==> src/rtl/vfifo_axis_packer.sv <==
// rtl/vfifo_axis_packer.sv - FIFO-style write port to AXI4-Stream packer for the DDR3 virtual FIFO
// Ports:
//   BUS_CLK, BUS_RST_N          single clock, asynchronous active-low reset
//   DATA_IN, WRITE, FULL        FIFO-style write port (WRITE ignored while FULL)
//   EMPTY                       nothing buffered and no beat on the stream
//   FLUSH                       one-cycle pulse closing the current partial packet
//   m_axis_tvalid/tready/tdata/tlast/tdest  registered AXI4-Stream master
// Optional: define VFIFO_AXIS_PACKER_STATS_EN to add STAT_CLR plus the
//   stat_packets / stat_timeouts / stat_drops saturating counters.
module vfifo_axis_packer #(
    parameter int BURST_WORDS   = 128,
    parameter int DEPTH_LOG2    = 3,
    parameter int TIMEOUT       = 1024,
    parameter int SWAP_CHANNELS = 0
) (
    input  logic        BUS_CLK,
    input  logic        BUS_RST_N,
    input  logic [31:0] DATA_IN,
    input  logic        WRITE,
    output logic        FULL,
    output logic        EMPTY,
    input  logic        FLUSH,
    output logic        m_axis_tvalid,
    input  logic        m_axis_tready,
    output logic [31:0] m_axis_tdata,
    output logic        m_axis_tlast,
    output logic        m_axis_tdest
`ifdef VFIFO_AXIS_PACKER_STATS_EN
    ,
    input  logic        STAT_CLR,
    output logic [31:0] stat_packets,
    output logic [15:0] stat_timeouts,
    output logic [15:0] stat_drops
`endif
);
    localparam int DEPTH = 2 ** DEPTH_LOG2;
    localparam int CW    = DEPTH_LOG2 + 1;
    localparam int WCW   = $clog2(BURST_WORDS);
    localparam int IW    = (TIMEOUT > 0) ? $clog2(TIMEOUT + 1) : 1;

    localparam logic [CW-1:0]  CNT_FULL = CW'(DEPTH);
    localparam logic [CW-1:0]  CNT_ONE  = CW'(1);
    localparam logic [CW-1:0]  CNT_TWO  = CW'(2);
    localparam logic [WCW-1:0] WC_LAST  = WCW'(BURST_WORDS - 1);
    localparam logic [IW-1:0]  IDLE_MAX = IW'(TIMEOUT);

    logic [31:0]    mem [DEPTH];
    logic [CW-1:0]  wr_ptr;
    logic [CW-1:0]  rd_ptr;
    logic [CW-1:0]  fifo_cnt;
    logic [WCW-1:0] word_cnt;
    logic [IW-1:0]  idle_cnt;
    logic           flush_pend;
    logic           push;
    logic           burst_end;
    logic           timeout_hit;
    logic           hold_close;
    logic           rel_ok;
    logic           load;
    logic           load_last;

    // Pointers carry one extra MSB so a full FIFO differs from an empty one.
    assign fifo_cnt    = wr_ptr - rd_ptr;
    assign FULL        = (fifo_cnt == CNT_FULL);
    assign EMPTY       = (fifo_cnt == '0) && !m_axis_tvalid;
    assign push        = WRITE && !FULL;
    assign burst_end   = (word_cnt == WC_LAST);
    assign timeout_hit = (TIMEOUT != 0) && (idle_cnt == IDLE_MAX);

    // The last buffered word is held back until we know whether it ends a
    // packet: another word arriving, the burst boundary, idle timeout or flush.
    assign hold_close  = (fifo_cnt == CNT_ONE) && (timeout_hit || flush_pend);
    assign rel_ok      = (fifo_cnt >= CNT_TWO) ||
                         ((fifo_cnt == CNT_ONE) && burst_end) || hold_close;
    assign load        = (!m_axis_tvalid || m_axis_tready) && rel_ok;
    assign load_last   = burst_end || hold_close;

    always_ff @(posedge BUS_CLK) begin
        if (push) begin
            mem[wr_ptr[DEPTH_LOG2-1:0]] <= DATA_IN;
        end
    end

    always_ff @(posedge BUS_CLK or negedge BUS_RST_N) begin
        if (!BUS_RST_N) begin
            wr_ptr        <= '0;
            rd_ptr        <= '0;
            word_cnt      <= '0;
            idle_cnt      <= '0;
            flush_pend    <= 1'b0;
            m_axis_tvalid <= 1'b0;
            m_axis_tdata  <= '0;
            m_axis_tlast  <= 1'b0;
            m_axis_tdest  <= 1'b0;
        end else begin
            if (push) begin
                wr_ptr <= wr_ptr + CW'(1);
            end

            if (load) begin
                rd_ptr        <= rd_ptr + CW'(1);
                m_axis_tvalid <= 1'b1;
                m_axis_tdata  <= mem[rd_ptr[DEPTH_LOG2-1:0]];
                m_axis_tlast  <= load_last;
                word_cnt      <= load_last ? '0 : word_cnt + WCW'(1);
            end else if (m_axis_tready) begin
                m_axis_tvalid <= 1'b0;
            end

            if (push || (fifo_cnt == '0)) begin
                idle_cnt <= '0;
            end else if (idle_cnt != IDLE_MAX) begin
                idle_cnt <= idle_cnt + IW'(1);
            end

            // Closing wins over a coincident FLUSH so a pending flush never
            // outlives the packet it was meant to close.
            if (load && load_last) begin
                flush_pend <= 1'b0;
            end else if (FLUSH && (fifo_cnt != '0)) begin
                flush_pend <= 1'b1;
            end

            if ((SWAP_CHANNELS != 0) && m_axis_tvalid && m_axis_tready && m_axis_tlast) begin
                m_axis_tdest <= ~m_axis_tdest;
            end
        end
    end

`ifdef VFIFO_AXIS_PACKER_STATS_EN
    always_ff @(posedge BUS_CLK or negedge BUS_RST_N) begin
        if (!BUS_RST_N) begin
            stat_packets  <= '0;
            stat_timeouts <= '0;
            stat_drops    <= '0;
        end else if (STAT_CLR) begin
            stat_packets  <= '0;
            stat_timeouts <= '0;
            stat_drops    <= '0;
        end else begin
            if (m_axis_tvalid && m_axis_tready && m_axis_tlast && (stat_packets != '1)) begin
                stat_packets <= stat_packets + 32'd1;
            end
            if (load && !burst_end && hold_close && timeout_hit && (stat_timeouts != '1)) begin
                stat_timeouts <= stat_timeouts + 16'd1;
            end
            if (WRITE && FULL && (stat_drops != '1)) begin
                stat_drops <= stat_drops + 16'd1;
            end
        end
    end
`endif

endmodule

==> config.mk <==
export PLATFORM = sky130hd
export DESIGN_NAME = vfifo_axis_packer
export DESIGN_NICKNAME = d
export VERILOG_FILES = /design/src/rtl/vfifo_axis_packer.sv
export SDC_FILE = /design/constraint.sdc
export NUM_CORES = 1
export LEC_CHECK = 0
export CAP_MARGIN = 20
export CORE_MARGIN = 2
export CORE_UTILIZATION = 35
export DETAILED_ROUTE_END_ITERATION = 16
export GPL_ROUTABILITY_DRIVEN = 1
export PLACE_DENSITY = 0.55
export SLEW_MARGIN = 20
export SYNTH_ARGS = -nofsm -noshare
export SYNTH_HDL_FRONTEND = slang
export SYNTH_SLANG_ARGS = --single-unit
==> constraint.sdc <==
create_clock -name BUS_CLK -period 7.4 [get_ports BUS_CLK]
set_clock_uncertainty 0.1 [all_clocks]
set_input_delay 1.11 -clock BUS_CLK [delete_from_list [all_inputs] [get_ports BUS_CLK]]
set_output_delay 1.11 -clock BUS_CLK [all_outputs]
set_load 0.03 [all_outputs]
Word level (Yosys, flattened, before mapping)

Memories as Yosys holds them, arrays and structs flattened. A register that Yosys moved wholly into a read port is not among the register bits.
Cells that the tools add are included.

Flip-flop bits (word level): 29
RAM bits: 256
Input bits: 37
Output and inout port bits: 37
Word-level logic and storage cells: 49
Memories kept: 1

Memories:

| name | depth | width | rd ports | clocked after memory_dff | write ports | line | source |
|---|---|---|---|---|---|---|---|
| mem  | 8     | 32    | 1        | 1                        | 1           | 47   | `logic [31:0] mem [DEPTH];` |

Add/sub/neg operators: 5
Order comparisons: 1
Equal/unequal tests: 5
Multiplexer cells: 9
Reductions and logical operators: 21

Operator list:

| cell                  | count |
|---|---|
| $mux 11               | 2 |
| $add 11x1->11 const B | 1 |
| $eq 11x11->1 const B  | 1 |
| $ne 11x11->1 const B  | 1 |
| $add 4x1->4 const B   | 2 |
| $add 7x1->7 const B   | 1 |
| $eq 7x7->1 const B    | 1 |
| $logic_and 1x1->1     | 7 |
| $mux 7                | 1 |
| $logic_or 1x1->1      | 6 |
| $mux 1                | 6 |
| $reduce_bool 2->1     | 3 |
| $eq 4x1->1 const B    | 1 |
| $eq 4x4->1 const B    | 1 |
| $ge 4x2->1 const B    | 1 |
| $logic_not 4->1       | 1 |
| $reduce_bool 4->1     | 1 |
| $sub 4x4->4           | 1 |
| $logic_not 1->1       | 3 |

Depth between registers and ports, before layout

Depth in word-level cells: 8
Mapped depth: 10
Gate-level depth less buffers: 8

Worst setup path after synthesis

OpenSTA, ideal clock, no wires.

Path kind: register to register
Start point: register rd_ptr[2]
End point: memory mem[0][0] (enable)
Setup time: 501 ps
Arrival time: 5,199 ps
Data required time: 6,799 ps
Slack: 1,600 ps
Cell stages (with the launch flop): 10
Buffers on the path: 2
Clock period less this slack: 5,800 ps
Cells stage by stage: dfrtp_1 > buf_1 > clkbuf_1 > inv_1 > ha_1 > a21oi_1 > a21oi_1 > nor2_1 > o21ai_0 > nor4_1

Longest elaborated chain between the ends: 6

RTL lines:

| element                      | line | source |
|---|---|---|
| from (decl)                  | 49   | `logic [CW-1:0] rd_ptr;` |
| from (signal assigned)       | 101  | `rd_ptr <= rd_ptr + CW'(1);` |
| $sub 4x4->4                  | 63   | `assign fifo_cnt = wr_ptr - rd_ptr;` |
| $eq 4x4->1                   | 64   | `assign FULL = (fifo_cnt == CNT_FULL);` |
| $logic_not 1->1              | 66   | `assign push = WRITE && !FULL;` |
| $logic_and 1x1->1            | 66   |  |
| $mux 1                       | 79   | `if (push) begin` |
| $mux 1 (not written as such) | 80   | `mem[wr_ptr[DEPTH_LOG2-1:0]] <= DATA_IN;` |
| to (decl)                    | 47   |  |

Every way passes these cells.

Worst setup path in the final report

Start point: register rd_ptr[0]
End point: output EMPTY

Longest elaborated chain between the ends: 3

RTL lines:

| element           | line | source |
|---|---|---|
| $sub 4x4->4       | 63   |  |
| $logic_not 4->1   | 65   | `assign EMPTY = (fifo_cnt == '0) && !m_axis_tvalid;` |
| $logic_and 1x1->1 | 65   |  |
| to (decl)         | 21   | `output logic EMPTY,` |

Every way passes these cells.

==> out/results.tsv <==
metric	value	unit
Ant. Diodes	0	
CP peak stage delay	0.73	ns
# DRC	0	
Cells after Synth	685	
Placeable Area	0.0355	mm²
total die area	0.0375	mm²
switch share	32.9	%
Final period util	61.3	%
share of layout cells above drive strength 1	22.1	%
clock buffer depth	3	
Vias/cell	4.95	
critical path depth	6	
crit path max fanout	32	
critical path type	flop to primary output	
syn nets	731	
Initial Utilization	35.5	%
initial antenna violation count	2	
root buffer cell	clkbuf_16	
Worst VDD drop	0.257	mV
Post-CTS Hold Buffers	0	
worst hold path type	flop to flop	
YS warnings	1	
# IOs	74	
# resized after CTS	0	
Post-synth ARST share	19.2	%
Cell variety after synth	45	
GPL Wtd Cong	0.722	
GRT Overall Usage	14.1	%
Switch Pwr	2.24	mW
synthesized area	0.0126	mm²
Die H	194	µm
worst-margin pin slew	1.03	ns
clock tree sinks	317	
Site Rows	69	
Most used DFF post-synth	edfxtp_1	
Setup crit start	rd_ptr[0]	
P_leak	5.32	nW
max_slew headroom	31.1	%
chip width	194	µm
R2R cell count	8	
Initial DRC Count	380	
outcome	completed	
Clk Latency, worst-skew pair	0.51	ns
Buf/Inv on CP	1	
final setup violating endpoints	0	
EDFF count, synth	256	
area delta synth->final	19.4	%
Routed Antenna Nets	0	
Final Hold Fails	0	
FF+latch count, synth	317	
drt pass-1 iters	6	
RSZ-0062 raised after global routing	no	
Max Slew Vio Count	0	
Sequential Power Share	37.7	%
DP HPWL	13600	µm
Comb pwr share	37.1	%
Num CTS Buffers	34	
Detailed Route WL	26000	µm
Avg Cell Area, Syn	18.4	µm²
Data arrival, critical path	3.33	ns
vias in the first global route	6596	
worst r2r src	rd_ptr[0]	
first-pass GRT wire length	40400	µm
Final Net Count	825	
TritonCTS clock tree	built	
max-cap viol count	0	
Final Total Pwr	6.81	mW
worst-path cell chain	ha_1 > fa_1 > xor2_1 > nand3_1 > nor3_1 > clkdlybuf4s50_1	
cell family with most CP delay	flip-flops	
Slowest cell on crit path	dfrtp_4	
Port Buffers	72	
DR WL/cell	20.5	µm
cell area power density	453	mW/mm²
routed vias	6269	
Int Power	4.57	mW
Clk network pwr share	25.1	%
Worst EP required	6.19	ns
R2R Setup Slk	3.50	ns
Reg-to-Reg End	rd_ptr[1]	
final period demand of the worst path	4.54	ns
Critical Path Start Type	flop	
GR Overflow Total	0	
Critical Path End	EMPTY	
Final Util	42.4	%
number of H-tree branching levels	2	
Critical Path Sink Type	primary output	
Worst-path clk slew	0.06	ns
sequential area share after synthesis	73.1	%
setup repair bufs after CTS	0	
Total Neg Setup Slack	0	ns
Peak Freq	0.220	GHz
pin count of the biggest net entering global routing	67	
## cell families (layout without fill, tap and decap cells)
family / after synthesis / after routing / share of synthesized area, %
flip-flops: 317 / 317 / 73.1
AND/OR/NAND/NOR: 171 / 171 / 6.02
multiplexers: 99 / 99 / 15.3
buffers and inverters: 37 / 157 / 1.38
AO/OA/AOI/OAI: 32 / 32 / 1.87
XOR/XNOR: 19 / 19 / 1.32
adder cells (fa/ha/maj): 9 / 9 / 0.953
other: 1 / 1 / 0.0298
## worst min path at each step
stage                                start          endpoint  slack, ns  cells after the start
after floorplan                word_cnt[6]       word_cnt[6]       0.39                      2
after global placement         word_cnt[1]       word_cnt[1]       0.41                      1
after detailed placement  m_axis_tdata[22]  m_axis_tdata[22]       0.40                      1
after CTS                      word_cnt[6]       word_cnt[6]       0.42                      2
after global routing       m_axis_tdata[4]   m_axis_tdata[4]       0.43                      1
final                         m_axis_tlast      m_axis_tlast       0.41                      1
## power by group through the flow
| stage | Sequential [mW] | Combinational (mW) | Clock (mW) |
|---|---|---|---|
| floorplan | 2.69 | 1.76 | 0 |
| global placement | 2.62 | 2.55 | 0 |
| detailed placement | 2.62 | 2.58 | 0 |
| CTS | 2.59 | 2.59 | 1.76 |
| global route | 2.62 | 2.75 | 1.83 |
| finish | 2.57 | 2.53 | 1.71 |
## cell usage after synthesis (all sizes together), types with 7 or more instances
master / count / area (µm²)
mux4: 64 / 1440
a21oi: 10 / 50.1
buf: 17 / 98.8
dfrtp: 61 / 1530
nor4: 9 / 68.8
edfxtp: 256 / 7690
nor2: 20 / 77.6
nand3: 8 / 40.0
ha: 8 / 100
xor2: 8 / 70.1
nor3: 11 / 55.1
and3: 7 / 43.8
mux2: 35 / 492
inv: 10 / 37.5
clkbuf: 10 / 37.5
nand2: 104 / 390
xnor2: 11 / 96.3
## layer usage
layer	vias up	wire [µm]	track usage, %	share of wire [%]
met2	138	12100	22.2	47
met3	34	1310	2.66	5.0
met1	3242	12200	20.3	47
met5	-	24	0	0.092
li1	2851	-	-	-
met4	4	374	3.45	1.4
## metrics by stage
stage          area [µm²]  cells  hold slack (ns)  setup slack (ns)
3_3_place_gp        13900   1204            0.410              3.38
3_5_place_dp        13900   1204            0.398              3.33
5_1_grt             15100   1266            0.430              2.66
6_report            15100   1266            0.408              2.86
4_1_cts             15100   1266            0.423              2.81
2_1_floorplan       12600    685            0.391              1.60
## flip-flops by register name, indices dropped and copies added (netlist names), 4 cells and up
| name | flops |
|---|---|
| m_axis_tdata | 32 |
| mem | 256 |
| idle_cnt | 11 |
| word_cnt | 7 |
| rd_ptr | 4 |
| wr_ptr | 4 |
## placed cells by master (no fill, tap or decap), drive strengths merged, types with 3 or more instances in the layout
cell type,count
dfrtp,61
clkdlybuf4s50,71
buf,14
a21oi,10
xor2,8
nand2,104
a21o,3
clkinv,11
mux2,35
nor4,9
nor2,20
xnor2,11
a211oi,4
nor3,11
mux4,64
inv,11
edfxtp,256
ha,8
bufinv,4
o21ai,4
and3,7
nand3,8
clkbuf,44
nand4,4
## area by class of cell
cell class,count,area [µm²]
clock buffers,44,930
inverters,10,37.5
flip-flops and latches,317,9220
repair buffers,85,816
clock inverters,18,216
well taps,461,577
multi-input cells,331,3260
fillers,3138,20400
Power figures use the tool's default switching activity.
